$ cat config.mk
export PLATFORM = sky130hd
export DESIGN_NAME = rv_fetch
export DESIGN_NICKNAME = d
export VERILOG_FILES = /design/src/rtl/rv_fetch.sv
export SDC_FILE = /design/constraint.sdc
export NUM_CORES = 1
export LEC_CHECK = 0
export BUFFER_PORTS_ARGS = -buffer_cell sky130_fd_sc_hd__buf_4
export CAP_MARGIN = 0
export CORE_ASPECT_RATIO = 0.75
export CORE_MARGIN = 2
export CORE_UTILIZATION = 51
export DETAILED_ROUTE_END_ITERATION = 10
export PLACE_DENSITY_LB_ADDON = 0.2
export SETUP_SLACK_MARGIN = 0.1
export SKIP_CTS_REPAIR_TIMING = 1
export SLEW_MARGIN = 10
export SYNTH_ARGS = -nofsm -noshare
export SYNTH_HDL_FRONTEND = slang
export SYNTH_SLANG_ARGS = --single-unit
$ cat constraint.sdc
create_clock -name i_clk -period 3.5 [get_ports i_clk]
set_input_delay 1.05 -clock i_clk [delete_from_list [all_inputs] [get_ports i_clk]]
set_output_delay 1.05 -clock i_clk [all_outputs]
set_load 0.02 [all_outputs]
$ cat src/rtl/rv_fetch.sv
// RV32 fetch stage: one-outstanding instruction-bus requester feeding a small prefetch buffer to decode.
// Ack -> o_valid next cycle; FETCH_PREFETCH_EN selects a 2-entry buffer (1 instr/cycle), else 1 entry.
module rv_fetch #(
  parameter logic [31:0] RESET_ADDR = 32'h0000_0000
) (
  input  logic        i_clk,
  input  logic        i_reset_n,
  input  logic        i_pc_change,
  input  logic [31:0] i_pc_target,
  input  logic        i_stall,
  output logic        o_instr_req,
  output logic [31:0] o_instr_addr,
  input  logic        i_instr_ack,
  input  logic [31:0] i_instr_data,
  output logic        o_valid,
  output logic [31:0] o_pc,
  output logic [31:0] o_instr
);

`ifdef FETCH_PREFETCH_EN
  localparam logic [2:0] DEPTH = 3'd2;
`else
  localparam logic [2:0] DEPTH = 3'd1;
`endif

  logic [31:0] fetch_pc;
  logic [31:0] next_addr;
  logic        drop;
  logic        ack;
  logic        push;
  logic        pop;
  logic        hold;
  logic        issue;
  logic [1:0]  count;
  logic [1:0]  count_next;

`ifdef FETCH_PREFETCH_EN
  logic [31:0] skid_pc;
  logic [31:0] skid_instr;
  logic        skid_vld;
  assign count = {1'b0, o_valid} + {1'b0, skid_vld};
`else
  assign count = {1'b0, o_valid};
`endif

  always_comb begin
    ack        = o_instr_req & i_instr_ack;
    push       = ack & ~drop & ~i_pc_change;
    pop        = o_valid & ~i_stall & ~i_pc_change;
    count_next = i_pc_change ? 2'd0 : (count + {1'b0, push} - {1'b0, pop});
    hold       = o_instr_req & ~ack;
    // Only issue if the buffer can absorb this request's data on top of what it will hold.
    issue      = ~hold & ~i_pc_change & (({1'b0, count_next} + 3'd1) <= DEPTH);
    next_addr  = push ? (fetch_pc + 32'd4) : fetch_pc;
  end

  always_ff @(posedge i_clk or negedge i_reset_n) begin
    if (!i_reset_n) begin
      o_instr_req  <= 1'b0;
      o_instr_addr <= RESET_ADDR;
      fetch_pc     <= RESET_ADDR;
      drop         <= 1'b0;
    end else begin
      o_instr_req <= hold | issue;
      if (issue) o_instr_addr <= next_addr;
      if (i_pc_change)  fetch_pc <= i_pc_target & 32'hFFFF_FFFC;
      else if (push)    fetch_pc <= fetch_pc + 32'd4;
      if (ack)                            drop <= 1'b0;
      else if (i_pc_change & o_instr_req) drop <= 1'b1;
    end
  end

  // Head registers hold their last contents when the buffer drains.
  always_ff @(posedge i_clk or negedge i_reset_n) begin
    if (!i_reset_n) begin
      o_valid    <= 1'b0;
      o_pc       <= RESET_ADDR;
      o_instr    <= 32'h0000_0013;
`ifdef FETCH_PREFETCH_EN
      skid_vld   <= 1'b0;
      skid_pc    <= RESET_ADDR;
      skid_instr <= 32'h0000_0013;
`endif
    end else if (i_pc_change) begin
      o_valid  <= 1'b0;
`ifdef FETCH_PREFETCH_EN
      skid_vld <= 1'b0;
`endif
    end else begin
`ifdef FETCH_PREFETCH_EN
      if (pop) begin
        if (skid_vld) begin
          o_pc     <= skid_pc;
          o_instr  <= skid_instr;
          skid_vld <= push;
          if (push) begin
            skid_pc    <= o_instr_addr;
            skid_instr <= i_instr_data;
          end
        end else if (push) begin
          o_pc    <= o_instr_addr;
          o_instr <= i_instr_data;
        end else begin
          o_valid <= 1'b0;
        end
      end else if (push) begin
        if (o_valid) begin
          skid_pc    <= o_instr_addr;
          skid_instr <= i_instr_data;
          skid_vld   <= 1'b1;
        end else begin
          o_pc    <= o_instr_addr;
          o_instr <= i_instr_data;
          o_valid <= 1'b1;
        end
      end
`else
      if (push) begin
        o_pc    <= o_instr_addr;
        o_instr <= i_instr_data;
        o_valid <= 1'b1;
      end else if (pop) begin
        o_valid <= 1'b0;
      end
`endif
    end
  end

endmodule

==> results of run 1 <==
[metal layers]
layer	GRT usage	vias up
met5	0	-
met3	0.0734	16
met1	0.339	2355
met2	0.368	166
li1	-	2301
met4	0.0712	0
[state kept, by name, summed over array words and instances, names as in the netlist]
signal,flops
fetch_pc,30
o_instr,32
o_instr_req,1
drop,1
o_valid,1
o_instr_addr,30
o_pc,30
[kinds of logic (layout without fill, tap and decap cells)]
| group | Yosys count | after routing | share of synthesized area |
|---|---|---|---|
| AOI/OAI and AO/OA | 62 | 62 | 0.0766 |
| xor gates and xnor gates | 10 | 10 | 0.0159 |
| adders and majority gates | 3 | 3 | 0.00680 |
| buffers and inverters | 39 | 206 | 0.0379 |
| DFF | 125 | 125 | 0.567 |
| muxes | 19 | 19 | 0.0388 |
| other | 1 | 4 | 0.000679 |
| and+or+nand+nor | 321 | 321 | 0.256 |
[worst register-to-register path, delay by kind of cell (launching register included)]
family | cells | cell delay [ns]
compound gates | 1 | 0.23
buf+inv | 1 | 0.65
flops | 1 | 0.37
simple gates | 3 | 1.36
[power by group]
| part | internal, mW | switching (mW) | total (mW) |
|---|---|---|---|
| Clock | 1.10 | 0.591 | 1.69 |
| Combinational | 0.936 | 1.24 | 2.17 |
| Sequential | 1.97 | 0.344 | 2.31 |
| Total | 4.00 | 2.17 | 6.17 |
[cell type report]
cell class,count,area (um2),area share
Sequential cell,125,3130,0.424
Tap cell,136,170,0.0230
Clock buffer,24,482,0.0652
Inverter,4,17.5,0.00237
Timing Repair Buffer,170,1310,0.177
Multi-Input combinational cell,419,2200,0.297
Clock inverter,8,90.1,0.0122
[synth_stat cells, types with 2 or more instances]
master	instances	area share
and3_1	5	0.0057
o21ai_0	6	0.0054
nor2_1	38	0.026
buf_4	8	0.011
nand3_1	12	0.011
o41ai_1	2	0.0032
nand2_1	211	0.14
and3_2	4	0.0054
nor3_1	5	0.0045
nor4_1	2	0.0023
nand4_1	12	0.014
a221o_1	2	0.0036
or3_1	6	0.0068
o311a_1	2	0.0036
inv_1	3	0.0020
mux2_2	19	0.039
dfrtp_1	122	0.55
and4_1	4	0.0063
buf_6	2	0.0041
clkbuf_1	16	0.011
ha_1	3	0.0068
o31ai_1	8	0.011
a21oi_1	2	0.0018
a31oi_1	34	0.039
o311ai_0	4	0.0063
xnor2_1	9	0.014
or4_1	9	0.012
buf_2	7	0.0063
dfstp_2	3	0.014
and2_1	4	0.0045
a31o_2	2	0.0032
[through the flow]
stage | total power [mW] | utilization | hold WS [ns] | cells | cell area (um2)
after global placement | 4.45 | 0.655 | 0.448 | 854 | 6820
final | 6.17 | 0.710 | 0.470 | 886 | 7390
after detailed placement | 4.50 | 0.655 | 0.464 | 854 | 6820
after floorplan | 3.47 | - | 0.485 | 583 | 5550
after global routing | 6.52 | 0.710 | 0.485 | 886 | 7390
after CTS | 6.22 | 0.710 | 0.474 | 886 | 7390
[final timing paths]
kind | to | slack (ns) | depth (start not counted)
hold reg to reg | o_instr[1] | 0.47 | 2
max in group asynchronous | o_instr[4] | 2.17 | 2
min in group asynchronous | o_pc[17] | 0.63 | 1
setup / recovery | fetch_pc[29] | 0.44 | 6
hold / removal | o_instr[1] | 0.47 | 2
setup reg to reg | fetch_pc[29] | 0.80 | 5
[placed cells by master, fill, tap and decap left out, types with 5 or more instances in the layout]
cell       Yosys  layout
o31ai_1        8       8
nand2_1      211     211
clkbuf_16      0      17
nand3_1       12      12
or4_1          9       9
dfrtp_1      122     122
buf_4          8     167
nand4_1       12      12
clkinv_2       0       6
nor2_1        38      38
a31oi_1       34      34
and3_1         5       5
o21ai_0        6       6
mux2_2        19      19
xnor2_1        9       9
or3_1          6       6
==> results.py, run 1 <==
metrics = {
    "outcome": {
        "status": "completed",
    },
    "synthesis": {
        "yosysSeqAreaShare": 0.567,
        "ys_async_sr_fraction": 1.00,
        "syn-cell-area_um2": 5520,
        "synth-seq-cells": 125,
        "avgSynthCellArea_um2": 9.52,
        "yosysWarnings": 0,
        "synthCells": 580,
        "synth_edf_count": 0,
        "synth_cell_types": 45,
        "synth_top_flop_cell": "dfrtp_1",
    },
    "floorplan": {
        "num_io_pins": 167,
        "die-area_um2": 11700,
        "fp.dieW_um": 124,
        "initial_core_util": 0.530,
        "die_h_um": 94.1,
        "num_rows": 32,
        "coreArea_um2": 10400,
    },
    "drt": {
        "wire_per_inst_um": 15.6,
        "met3_length_um": 1010,
        "ant_nets": 0,
        "top_layer_used": "met4",
        "wl_um": 13800,
        "drc": 0,
        "met1_length_um": 6070,
        "via_per_inst": 5.46,
        "first_pass_iters": 5,
        "dr_wl_met2_um": 6540,
        "first_iter_violations": 267,
        "via_count": 4838,
    },
    "critical_path": {
        "cp_top_family": "simple AND/OR/NAND/NOR gates",
        "rr_startpoint": "drop",
        "criticalPathCategory": "input port to register",
        "cp_num_buf_inv": 2,
        "critical_path.startpoint": "i_pc_change",
        "crit_path_top_delay_cell": "buf_4",
        "required_ns": 3.81,
        "worstPathCellList": "buf_4, and4bb_4, buf_4, nand3_1, or4b_1, a31oi_1",
        "end_kind": "register",
        "cpPeakStageDelay_ns": 0.65,
        "crit_top_cell": "buf_4",
        "crit_fanout": 76,
        "setup.worst_path.start_class": "input port",
        "cp_data_arrival_time_ns": 3.37,
    },
    "layout": {
        "nFillCells": 806,
        "drive_above_1_share": 0.308,
        "antenna_cells": 0,
        "finalNetCount": 809,
        "syn2layout_area_growth_pct": 34.0,
    },
    "sta": {
        "setup_viol": 0,
        "max_freq_ghz": 0.327,
        "final.setup.tns_ns": 0,
        "hold_viol": 0,
        "rsz0062_at_grt": "no",
        "skew_ns": 0.0131,
        "fin_crit_ns": 3.06,
        "drv_slew": 0,
        "worst_slack_ns": 0.444,
        "slew-limit-headroom": 0.462,
        "tightest_slew_ns": 0.807,
        "period_share": 0.873,
    },
    "clocking": {
        "clkSlewWorstSetupHoldPaths_ns": 0.05,
        "cts_buffers": 17,
        "cts_tree": "yes",
        "clock_latency_ns": 0.41,
        "htree_levels": 4,
        "clk_path_buf_depth": 2,
        "clockRootBuffer": "clkbuf_16",
        "cts.sinks": 125,
    },
    "global_routing": {
        "grt_pass1_wl_um": 22000,
        "overflow": 0,
        "grt_max_degree": 77,
        "grt_pass1_vias": 4452,
        "antenna_found_initial": 0,
        "grt.total_usage": 0.243,
    },
    "power_and_ir_drop": {
        "power_leakage_nw": 3.63,
        "peakVddDrop_v": 0.000560,
        "p_per_area_nw_per_um2": 835,
    },
    "min_path": {
        "min-delay-start": "o_instr[1]",
        "hp-class": "register to register",
    },
    "flow_run": {
        "cap_violations": 0,
    },
    "placed_design": {
        "pre_cts_slack_ns": 0.0741,
        "hpwl_um": 9190,
        "port_buffers": 160,
        "place_congestion": 0.875,
    },
}
(Power assumes the default switching activity.)
==> run 2, diff against run 1 <==
--- a/config.mk
+++ b/config.mk
@@ -11,7 +11,7 @@
 export CORE_MARGIN = 2
 export CORE_UTILIZATION = 51
 export DETAILED_ROUTE_END_ITERATION = 10
-export PLACE_DENSITY_LB_ADDON = 0.2
+export PLACE_DENSITY = 0.83
 export SETUP_SLACK_MARGIN = 0.1
 export SKIP_CTS_REPAIR_TIMING = 1
 export SLEW_MARGIN = 10
==> run 2 against run 1 <==
Setup slack better by 0.046 ns. Register-to-register slack better by 0.04 ns. Global-route usage about the same. First-iteration DRC count up 26%. Core utilization down 0.060 points. Power down 0.88%. Sequential power about the same. Largest power group unchanged. Critical endpoint is now fetch_pc[31]. Critical path type unchanged. Largest cell class unchanged. Combinational power about the same. Routed wire length down 0.92%.
==> results.py, run 2 (synthesized netlist as in run 1, its figures left out) <==
metrics = {
    "sta": {
        "max_freq_ghz": 0.332,
        "fin_crit_ns": 3.01,
        "slew-limit-headroom": 0.456,
        "tightest_slew_ns": 0.816,
        "hold_viol": 0,
        "setup_viol": 0,
        "period_share": 0.860,
        "drv_slew": 0,
        "final.setup.tns_ns": 0,
        "skew_ns": 0.00852,
        "rsz0062_at_grt": "no",
    },
    "drt": {
        "first_pass_iters": 6,
        "first_iter_violations": 336,
        "wire_per_inst_um": 15.5,
        "via_per_inst": 5.40,
        "ant_nets": 0,
        "via_count": 4786,
        "drc": 0,
        "wl_um": 13700,
    },
    "global_routing": {
        "antenna_found_initial": 0,
        "grt_max_degree": 77,
        "grt_pass1_vias": 4666,
        "grt.total_usage": 0.244,
        "overflow": 0,
        "grt_pass1_wl_um": 21800,
    },
    "layout": {
        "largest_reg_flops": 32,
        "top_register": "o_instr",
        "stdcell_area_um2": 7390,
        "finalNetCount": 811,
        "drive_above_1_share": 0.310,
        "final_cell_mix": "nand2_1 (211), buf_4 (170), dfrtp_1 (122)",
        "antenna_cells": 0,
        "final_common_cell": "nand2_1",
        "syn2layout_area_growth_pct": 33.8,
        "finalNonFillerCells": 887,
    },
    "placed_design": {
        "place_congestion": 0.831,
        "hpwl_um": 9520,
        "placed_area_um2": 6830,
        "dp.cells": 856,
        "port_buffers": 160,
    },
    "floorplan": {
        "initial_core_util": 0.530,
        "die_h_um": 94.1,
        "num_io_pins": 167,
        "num_rows": 32,
        "coreArea_um2": 10400,
        "die-area_um2": 11700,
        "fp.dieW_um": 124,
    },
    "clocking": {
        "clk_path_buf_depth": 2,
        "clock_latency_ns": 0.40,
        "clkSlewWorstSetupHoldPaths_ns": 0.05,
        "cts_buffers": 17,
        "clockRootBuffer": "clkbuf_16",
        "cts.sinks": 125,
        "cts_tree": "yes",
        "htree_levels": 4,
    },
    "critical_path": {
        "required_ns": 3.82,
        "crit_fanout": 76,
        "criticalPathCategory": "input port to register",
        "end_kind": "register",
        "setup.worst_path.start_class": "input port",
        "cp_data_arrival_time_ns": 3.33,
    },
    "power_and_ir_drop": {
        "power_leakage_nw": 3.63,
        "peakVddDrop_v": 0.000621,
        "total_power_mw": 6.12,
        "p_per_area_nw_per_um2": 828,
    },
    "flow_run": {
        "cap_violations": 0,
    },
    "outcome": {
        "status": "completed",
    },
    "min_path": {
        "hp-class": "register to register",
    },
}
[run 2: cell count changes in the layout (fill, tap and decap cells not counted), sizes merged]
cell,previous run,this run
clkinvlp,0,1
bufinv,2,1
clkinv,6,5
buf,170,172
[run 2: final timing paths]
kind	endpoint	depth (start not counted)	slack, ns	startpoint
max	fetch_pc[31]	6	0.49	i_pc_change
min	o_instr[0]	2	0.46	o_instr[0]
max reg2reg	fetch_pc[31]	5	0.84	drop
min reg2reg	o_instr[0]	2	0.46	o_instr[0]
max in group asynchronous	fetch_pc[9]	2	2.02	i_reset_n
min in group asynchronous	o_instr[3]	1	0.70	i_reset_n
[run 2: cell type report]
| cell class | count | area [um2] |
|---|---|---|
| Clock buffer | 24 | 492 |
| Clock inverter | 7 | 62.6 |
| Fill cell | 759 | 3020 |
| Inverter | 4 | 17.5 |
| Multi-Input combinational cell | 419 | 2200 |
| Sequential cell | 125 | 3130 |
| Tap cell | 136 | 170 |
| Timing Repair Buffer | 172 | 1320 |
[run 2: routing by layer]
layer | wire length [um] | vias to the layer above | global-route usage
li1 | - | 2290 | -
met3 | 1060 | 16 | 0.0807
met5 | 0 | - | 0
met1 | 5970 | 2307 | 0.312
met4 | 124 | 0 | 0.0758
met2 | 6550 | 173 | 0.393
[run 2: per-stage QoR]
step / hold WS (ns) / worst slack, ns / utilization
global placement: 0.447 / 0.152 / 0.656
detailed placement: 0.449 / 0.0712 / 0.656
CTS: 0.458 / 0.513 / 0.710
floorplan: 0.485 / 0.111 / -
global route: 0.470 / 0.349 / 0.710
finish: 0.456 / 0.491 / 0.710
[run 2: worst max-delay path: stages]
cell      delay, ns
buf_4          0.11
and4bb_4       0.31
buf_4          0.65
nand3_1        0.42
or4_1          0.60
a31oi_1        0.18
[run 2: where the power goes]
part	internal (mW)	switching (mW)
clock network	1.04	0.587
registers	1.97	0.345
logic	0.937	1.24
total	3.95	2.17
==> run 3, diff against run 2 <==
==> constraint.sdc (replaced) <==
create_clock -name i_clk -period 3.5 [get_ports i_clk]
set_input_delay 0.35 -clock i_clk [delete_from_list [all_inputs] [get_ports i_clk]]
set_output_delay 0.35 -clock i_clk [all_outputs]
set_load 0.02 [all_outputs]
==> run 3 against run 2 <==
The run now ends with hold timing left. Count of clock-buffer cells in the layout fell by 7. Routed wire length rose by 1.5%. First-iteration DRC count shrank 25%. Sequential share of layout area is 0.065 points higher. Setup slack improved by 0.40 ns. Critical path depth down 1. Clock power grew 8%. Fmax is 15% higher. Largest cell class unchanged.
==> results.py, run 3 (synthesized netlist as in run 1, its figures left out) <==
metrics = {
    "outcome": {
        "status": "complete, but fails checks",
        "violations": "hold timing",
    },
    "power_and_ir_drop": {
        "p_per_area_nw_per_um2": 846,
        "pwr-share-comb": 0.347,
        "power_leakage_nw": 3.61,
        "internal-power_mw": 4.01,
        "p_sw_mw": 2.23,
        "clock_power_share": 0.282,
        "seqPwrFrac": 0.372,
        "peakVddDrop_v": 0.000481,
        "switching_share": 0.358,
    },
    "sta": {
        "slew-limit-headroom": 0.482,
        "setup_viol": 0,
        "hold_viol": 49,
        "drv_slew": 0,
        "period_share": 0.744,
        "hold_ws_ns": -0.0372,
        "fin_crit_ns": 2.61,
        "final.setup.tns_ns": 0,
        "max_freq_ghz": 0.384,
        "skew_ns": 0.0101,
        "tightest_slew_ns": 0.777,
        "rsz0062_at_grt": "no",
        "worst_slack_ns": 0.894,
    },
    "global_routing": {
        "grt.total_usage": 0.247,
        "grt_max_degree": 77,
        "grt_pass1_wl_um": 22200,
        "overflow": 0,
        "grt_pass1_vias": 4529,
        "antenna_found_initial": 0,
    },
    "critical_path": {
        "rr_startpoint": "drop",
        "cp_num_buf_inv": 1,
        "crit_fanout": 76,
        "worstPathCellList": "and4bb_4, buf_4, nand3_1, or4_1, a31oi_1",
        "cp_data_arrival_time_ns": 2.92,
        "crit_path_top_delay_cell": "buf_4",
        "cp_top_family": "simple AND/OR/NAND/NOR gates",
        "rr_worst_depth": 5,
        "setup.worst_path.start_class": "register",
        "timing.rr.end": "o_instr_addr[31]",
        "rrSetupSlack_ns": 0.89,
        "end_kind": "register",
        "required_ns": 3.82,
        "criticalPathCategory": "register to register",
        "cpPeakStageDelay_ns": 0.63,
    },
    "floorplan": {
        "coreArea_um2": 10400,
        "die_h_um": 94.1,
        "die-area_um2": 11700,
        "num_io_pins": 167,
        "num_rows": 32,
        "initial_core_util": 0.530,
        "fp.dieW_um": 124,
    },
    "layout": {
        "finalNetCount": 806,
        "final_cell_mix": "nand2_1 (211), buf_4 (166), dfrtp_1 (122)",
        "drive_above_1_share": 0.311,
        "nFillCells": 805,
        "utilization": 0.709,
        "top_register": "o_instr",
        "stdcell_area_um2": 7380,
        "syn2layout_area_growth_pct": 33.6,
        "antenna_cells": 0,
        "final_common_cell": "nand2_1",
        "largest_reg_flops": 32,
    },
    "min_path": {
        "hp-class": "input port to async pin",
    },
    "drt": {
        "drc": 0,
        "first_iter_violations": 253,
        "wl_um": 13900,
        "via_count": 4793,
        "via_per_inst": 5.43,
        "ant_nets": 0,
        "first_pass_iters": 5,
        "wire_per_inst_um": 15.8,
    },
    "placed_design": {
        "hpwl_um": 9440,
        "placed_area_um2": 6780,
        "port_buffers": 160,
        "pre_cts_slack_ns": 0.716,
        "place_congestion": 0.840,
    },
    "clocking": {
        "htree_levels": 4,
        "clk_path_buf_depth": 2,
        "clock_latency_ns": 0.41,
        "cts.sinks": 125,
        "clockRootBuffer": "clkbuf_16",
        "cts_tree": "yes",
        "clkSlewWorstSetupHoldPaths_ns": 0.05,
        "cts_buffers": 17,
    },
    "flow_run": {
        "cap_violations": 0,
    },
}
-- run 3: power groups by stage --
stage / clock (mW) / combinational (mW) / sequential, mW
floorplan: 0 / 0.603 / 2.87
global placement: 0 / 2.12 / 2.30
detailed placement: 0 / 2.18 / 2.33
CTS: 1.78 / 2.19 / 2.32
global route: 1.86 / 2.34 / 2.38
finish: 1.76 / 2.16 / 2.32
-- run 3: worst max-delay path by stage --
stage                 from          endpoint  slack (ns)  depth (start not counted)
2_1_floorplan  o_instr_req  o_instr_addr[19]        0.44                         11
3_5_place_dp   i_pc_change      fetch_pc[27]        0.72                          6
4_1_cts               drop      fetch_pc[27]        0.85                          5
3_3_place_gp   i_pc_change  o_instr_addr[19]        0.79                          9
6_report              drop  o_instr_addr[31]        0.89                          5
5_1_grt               drop  o_instr_addr[31]        0.59                          5
-- run 3: cell type report --
cell class | count | area, um2 | share of cell area
timing repair buffer | 167 | 1270 | 0.172
clock inverter | 15 | 173 | 0.0234
multi-input combinational | 419 | 2190 | 0.298
clock buffer | 17 | 425 | 0.0577
inverter | 4 | 15.0 | 0.00204
tap | 136 | 170 | 0.0231
sequential | 125 | 3130 | 0.425
-- run 3: metal layers --
layer,up-vias,track usage,routed length [um]
li1,2289,-,-
met1,2325,0.323,6000
met2,166,0.402,6760
met3,13,0.0698,1030
met4,0,0.0712,131
met5,-,0,0
-- run 3: per-stage QoR --
step	hold WS, ns	cells	power [mW]
6_report	-0.0372	883	6.24
3_3_place_gp	0.401	851	4.43
3_5_place_dp	0.413	851	4.51
5_1_grt	0.00563	883	6.59
2_1_floorplan	0.0544	583	3.47
4_1_cts	-0.0217	883	6.29
